File: src/rtl/ifq_pkg.sv
// Shared types and defaults for the instruction-fetch queue.
package ifq_pkg;

    localparam int unsigned IFQ_DEPTH = 4;

    typedef enum logic [1:0] {IDLE, REQ, DRAIN} ifq_state_t;

    typedef struct packed {
        logic [31:0] instr;
        logic [31:0] pcplus4;
    } ifq_entry_t;

endpackage

File: src/rtl/ifq_fifo.sv
// Prefetch FIFO of fetched words; clear wins over push and pop.
module ifq_fifo
    import ifq_pkg::*;
#(
    parameter int unsigned DEPTH = IFQ_DEPTH,
    localparam int unsigned PW = $clog2(DEPTH)
) (
    input  logic        clk,
    input  logic        reset,
    input  logic        clear,
    input  logic        push,
    input  ifq_entry_t  wdata,
    input  logic        pop,
    output ifq_entry_t  rdata,
    output logic        full,
    output logic        empty,
    output logic [PW:0] count
);

    localparam logic [PW-1:0] PTR_ONE  = PW'(1);
    localparam logic [PW:0]   CNT_ONE  = (PW + 1)'(1);
    localparam logic [PW:0]   CNT_FULL = (PW + 1)'(DEPTH);

    ifq_entry_t    mem_q [DEPTH];
    logic [PW-1:0] wptr_q, wptr_d;
    logic [PW-1:0] rptr_q, rptr_d;
    logic [PW:0]   count_q, count_d;
    logic          do_push, do_pop;

    assign full    = (count_q == CNT_FULL);
    assign empty   = (count_q == '0);
    assign count   = count_q;
    assign rdata   = mem_q[rptr_q];
    assign do_push = push && !full;
    assign do_pop  = pop && !empty;

    always_comb begin
        wptr_d  = wptr_q;
        rptr_d  = rptr_q;
        count_d = count_q;
        if (clear) begin
            wptr_d  = '0;
            rptr_d  = '0;
            count_d = '0;
        end else begin
            if (do_push) wptr_d = wptr_q + PTR_ONE;
            if (do_pop)  rptr_d = rptr_q + PTR_ONE;
            unique case ({do_push, do_pop})
                2'b10:   count_d = count_q + CNT_ONE;
                2'b01:   count_d = count_q - CNT_ONE;
                default: count_d = count_q;
            endcase
        end
    end

    always_ff @(posedge clk) begin
        if (reset) begin
            wptr_q  <= '0;
            rptr_q  <= '0;
            count_q <= '0;
        end else begin
            wptr_q  <= wptr_d;
            rptr_q  <= rptr_d;
            count_q <= count_d;
        end
    end

    // Storage needs no reset; the head is masked while empty.
    always_ff @(posedge clk) begin
        if (do_push && !clear) mem_q[wptr_q] <= wdata;
    end

endmodule

File: src/rtl/ifetch_queue.sv
// Fetch PC, single-outstanding imem request FSM and prefetch buffer feeding Decode.
module ifetch_queue
    import ifq_pkg::*;
#(
    parameter int unsigned DEPTH    = IFQ_DEPTH,
    parameter logic [31:0] RESET_PC = 32'h0000_0000
) (
    input  logic        clk,
    input  logic        reset,
    input  logic        stall,
    input  logic        redirect,
    input  logic [31:0] redirect_pc,
    output logic        imem_req,
    output logic [31:0] imem_addr,
    input  logic        imem_ack,
    input  logic [31:0] imem_rdata,
    output logic        instr_valid,
    output logic [31:0] instr,
    output logic [31:0] pcplus4
);

    localparam int unsigned CW = $clog2(DEPTH) + 1;
    localparam logic [CW-1:0] CNT_LAST = CW'(DEPTH - 1);

    ifq_state_t    state_q, state_d;
    logic [31:0]   fetch_pc_q, fetch_pc_d;
    logic [31:0]   addr_q, addr_d;
    logic [31:0]   redirect_tgt, addr_inc;
    logic          push, pop;
    logic          fifo_full, fifo_empty;
    logic [CW-1:0] fifo_count;
    ifq_entry_t    wr_entry, head;

    assign redirect_tgt = {redirect_pc[31:2], 2'b00};
    assign addr_inc     = addr_q + 32'd4;
    assign pop          = !fifo_empty && !stall;
    assign wr_entry     = '{instr: imem_rdata, pcplus4: addr_inc};

    always_comb begin
        state_d    = state_q;
        fetch_pc_d = fetch_pc_q;
        addr_d     = addr_q;
        push       = 1'b0;
        unique case (state_q)
            IDLE: begin
                if (redirect) begin
                    fetch_pc_d = redirect_tgt;
                end else if (!fifo_full) begin
                    state_d = REQ;
                    addr_d  = fetch_pc_q;
                end
            end
            REQ: begin
                if (redirect) begin
                    fetch_pc_d = redirect_tgt;
                    state_d    = imem_ack ? IDLE : DRAIN;
                end else if (imem_ack) begin
                    push       = 1'b1;
                    fetch_pc_d = addr_inc;
                    // This push fills the last free slot unless Decode drains one now.
                    if (!pop && (fifo_count == CNT_LAST)) begin
                        state_d = IDLE;
                    end else begin
                        addr_d = addr_inc;
                    end
                end
            end
            DRAIN: begin
                if (redirect) fetch_pc_d = redirect_tgt;
                if (imem_ack) state_d = IDLE;
            end
            default: state_d = IDLE;
        endcase
    end

    always_ff @(posedge clk) begin
        if (reset) begin
            state_q    <= IDLE;
            fetch_pc_q <= RESET_PC;
            addr_q     <= '0;
        end else begin
            state_q    <= state_d;
            fetch_pc_q <= fetch_pc_d;
            addr_q     <= addr_d;
        end
    end

    ifq_fifo #(
        .DEPTH (DEPTH)
    ) u_fifo (
        .clk   (clk),
        .reset (reset),
        .clear (redirect),
        .push  (push),
        .wdata (wr_entry),
        .pop   (pop),
        .rdata (head),
        .full  (fifo_full),
        .empty (fifo_empty),
        .count (fifo_count)
    );

    assign imem_req    = (state_q != IDLE);
    assign imem_addr   = addr_q;
    assign instr_valid = !fifo_empty;
    assign instr       = fifo_empty ? 32'h0 : head.instr;
    assign pcplus4     = fifo_empty ? 32'h0 : head.pcplus4;

endmodule
File: config.mk
export PLATFORM = sky130hd
export DESIGN_NAME = ifetch_queue
export DESIGN_NICKNAME = d
export VERILOG_FILES = /design/src/rtl/ifq_pkg.sv /design/src/rtl/ifq_fifo.sv /design/src/rtl/ifetch_queue.sv
export SDC_FILE = /design/constraint.sdc
export NUM_CORES = 1
export LEC_CHECK = 0
export ABC_AREA = 1
export CORE_MARGIN = 2
export CORE_UTILIZATION = 30
export DETAILED_ROUTE_END_ITERATION = 6
export SYNTH_ARGS = -nofsm -noshare
export SYNTH_HDL_FRONTEND = slang
export SYNTH_HIERARCHICAL = 1
export SYNTH_SLANG_ARGS = --single-unit
export TNS_END_PERCENT = 5
File: constraint.sdc
create_clock -name clk -period 6 [get_ports clk]
set_clock_uncertainty 0.15 [all_clocks]
set_input_delay 0.6 -clock clk [delete_from_list [all_inputs] [get_ports clk]]
set_output_delay 0.6 -clock clk [all_outputs]
set_load 0.05 [all_outputs]
==> metrics.md <==
| Metric | Value |
|---|---|
| Fin cells | 2154 |
| Cell taking the most area after synthesis | edfxtp_1 |
| Arrival time at the worst endpoint | ~3.8 ns |
| CP Class | reg2out |
| CTS tree | done |
| CTS Buffer Depth | 3 |
| Hold Path Cell Cnt | 2 |
| Cts hold-fix bufs | 0 |
| DP Area | between 15000 and 20000 um2 |
| Max-cap violations | 0 |
| Via density per instance | between 4 and 5 |
| CTS Buf Count | 37 |
| Period utilisation layout | 0.761 |
| Syn Area/Cell | roughly 10 um2 |
| Clock sinks | about 330 |
| Detailed-route via count | around 10000 |
| Area contributors post-synth | edfxtp_1 (54%), dfxtp_1 (11%), nor2_1 (6.3%) |
| Layout cells sized above 1 | 0.0711 |
| Hold/Removal Path Class | reg2reg |
| Minimum hold slack | between 0.3 and 0.4 ns |
| Leak Pwr | about 6.3 nW |
| Critical Path Source Type | register |
| Tightest Pin Transition | around 1.2 ns |
| Drt first pass iters | 6 |
| RSZ-0062 raised after global routing | no |
| CTS resizes | 0 |
| Seq/Total Area, Yosys | 0.644 |
| RR Startpoint | u_fifo/count[1] |
| Ys flop type | edfxtp_1 |
| Post-synth net total | around 1500 |
| Max-slew headroom | 0.180 |
| Initial antenna violation count | 0 |
| Worst R2R Setup Slack | between 2 and 2.5 ns |
| Post-synth top cells | edfxtp_1 (256), nor2_1 (241), nand2_1 (160) |
| Min-Delay Startpoint | fetch_pc_q[1] |
| Setup TNS | 0 ns |
| Die Width | between 200 and 250 um |
| # diodes | 0 |
| Mapped cell area | approximately 14000 um2 |
| Critical Path Sink Type | output port |
| M3 GR Usage | 0.0270 |
| Row cnt | just under 80 |
| IO buf count | 164 |
| Final Cell Area | between 15000 and 20000 um2 |
| Hold endpoint | fetch_pc_q[1] |
| Post-synth ARST share | 0 |
| HPWL Detailed | approximately 22000 um |
| IO Pins | approximately 170 |
| WL/cell | about 17 um |
| Reg2Reg Depth | 12 |
| Synth Instances | approximately 1400 |
| GRT Residual Overflow | 0 |
| FF-to-FF End | imem_addr[16] |
| Final #Nets | 1595 |
| Power Dens Cells | about 310 nW/um2 |
| Placed cell count | roughly 2100 |
| Worst Path Max Fanout | 85 |
| Final Hold Fails | 0 |
| Setup violators final | 0 |
| Final Critical Period | between 4 and 5 ns |
| Worst IR Drop VDD | between 0.15 and 0.2 mV |
| Total setup buffers inserted after CTS | 0 |
| Status | complete, no violations |
| Global-route wire length before repair | around 57000 um |
| Vias in the first global route | between 10000 and 15000 |
| Initial cell density of the core | 0.305 |
| Met2 Use GR | 0.248 |
| Initial DRC Count | ~710 |
| Largest net degree at the start of global routing | 86 |
| Routed WL | between 30000 and 40000 um |
| FMAX | between 200 and 250 MHz |
| WP data required | between 5 and 6 ns |
| Clock latency on the worst-skew pair | about 0.54 ns |
| GPL Wtd Cong | between 0.8 and 0.9 |
| Clk pin slew, worst setup/hold paths | roughly 0.060 ns |
| Distinct cells, synth | 35 |
| Ys Warns | 6 |
| Final ANT Viol Nets | 0 |
| H-tree levels | 2 |
| Die footprint | 49300 um2 |
| Total core area | between 40000 and 50000 um2 |
| GRT Util Overall | 0.149 |
| Met1 GRT Util | 0.197 |
| Layout area overhead | 23.7% |
| Post-synth EDFFs | roughly 260 |
| Yosys reg bits | approximately 330 |
| Die height | ~220 um |
| Drc violations | 0 |
| Post-synth top area share | 0.539 |
| Clk root buf | clkbuf_16 |
| Slew Viols, Final | 0 |
| Most used routing layer | met2 |
| Most frequent cell after synthesis | edfxtp_1 |
kinds of logic (layout without fill, tap and decap cells):
group | after synthesis | count (layout) | share of synthesized area
buffers and inverters | 196 | 363 | 0.0639
XOR/XNOR | 15 | 15 | 0.0134
AND/OR/NAND/NOR | 453 | 453 | 0.132
flip-flops | 331 | 331 | 0.644
multiplexers | 2 | 2 | 0.00140
AO/OA/AOI/OAI | 376 | 376 | 0.139
adder cells (fa/ha/maj) | 7 | 7 | 0.00667
report_power, final:
group | total (mW) | internal [mW] | switching [mW]
combinational | 0.430 | 0.143 | 0.287
sequential | 2.58 | 2.53 | 0.0529
clock | 2.41 | 1.50 | 0.911
routing by layer:
layer  wire length, um  vias to the layer above  part of all wire
met5                 0                        -                 0
met4               703                        0             0.019
met3              1970                       54             0.053
met2             17600                      284              0.47
met1             17000                     5037              0.46
li1                  -                     5022                 -
metrics by stage:
step           setup WS (ns)  utilization  power (mW)
3_3_place_gp            1.88        0.350        3.05
2_1_floorplan           1.36            -        2.88
5_1_grt                 1.18        0.377        5.61
4_1_cts                 1.38        0.377        5.48
6_report                1.43        0.377        5.42
3_5_place_dp            1.84        0.350        3.06
how the worst max path moves through the flow:
stage	endpoint	cells past startpoint	startpoint
2_1_floorplan	u_fifo/mem_q[0][0]	7	redirect
3_3_place_gp	u_fifo/mem_q[1][6]	10	redirect
3_5_place_dp	u_fifo/mem_q[1][4]	10	redirect
4_1_cts	instr[28]	7	register
5_1_grt	instr[23]	7	register
6_report	instr[28]	7	register
worst max-delay path, cell delays in order (launching register included):
cell and delay [ns]:
dfxtp_4 0.54, inv_4 0.77, buf_4 0.55, o21ai_0 0.14, o22ai_1 0.15, inv_1 0.07, nor2_1 0.13, clkdlybuf4s50_1 0.82
flip-flops by register name (all words and copies together), names as in the netlist, named ones only:
| register | count |
|---|---|
| imem_addr | 32 |
| u_fifo/count | 3 |
| u_fifo/mem_q | 256 |
| u_fifo/rptr_q | 2 |
| u_fifo/wptr_q | 2 |
| state_q | 2 |
| fetch_pc_q | 32 |
cell type report:
cell class / instances / area, um2
fillers: 4552 / 29100
flip-flops and latches: 331 / 9190
multi-input cells: 853 / 4190
repair buffers: 178 / 1760
clock buffers: 46 / 1010
well taps: 607 / 759
inverters: 118 / 445
clock inverters: 21 / 284
placed cells by master, fill, tap and decap left out, types with 38 or more instances in the layout:
cell and count:
o22ai_1 64, o21ai_0 129, a21oi_1 115, clkbuf_16 38, edfxtp_1 256, clkdlybuf4s50_1 164
nand2_1 160, o21ai_1 63, dfxtp_1 73, nor2_1 237, inv_1 112
No activity file was read; power rests on OpenSTA's default activity.
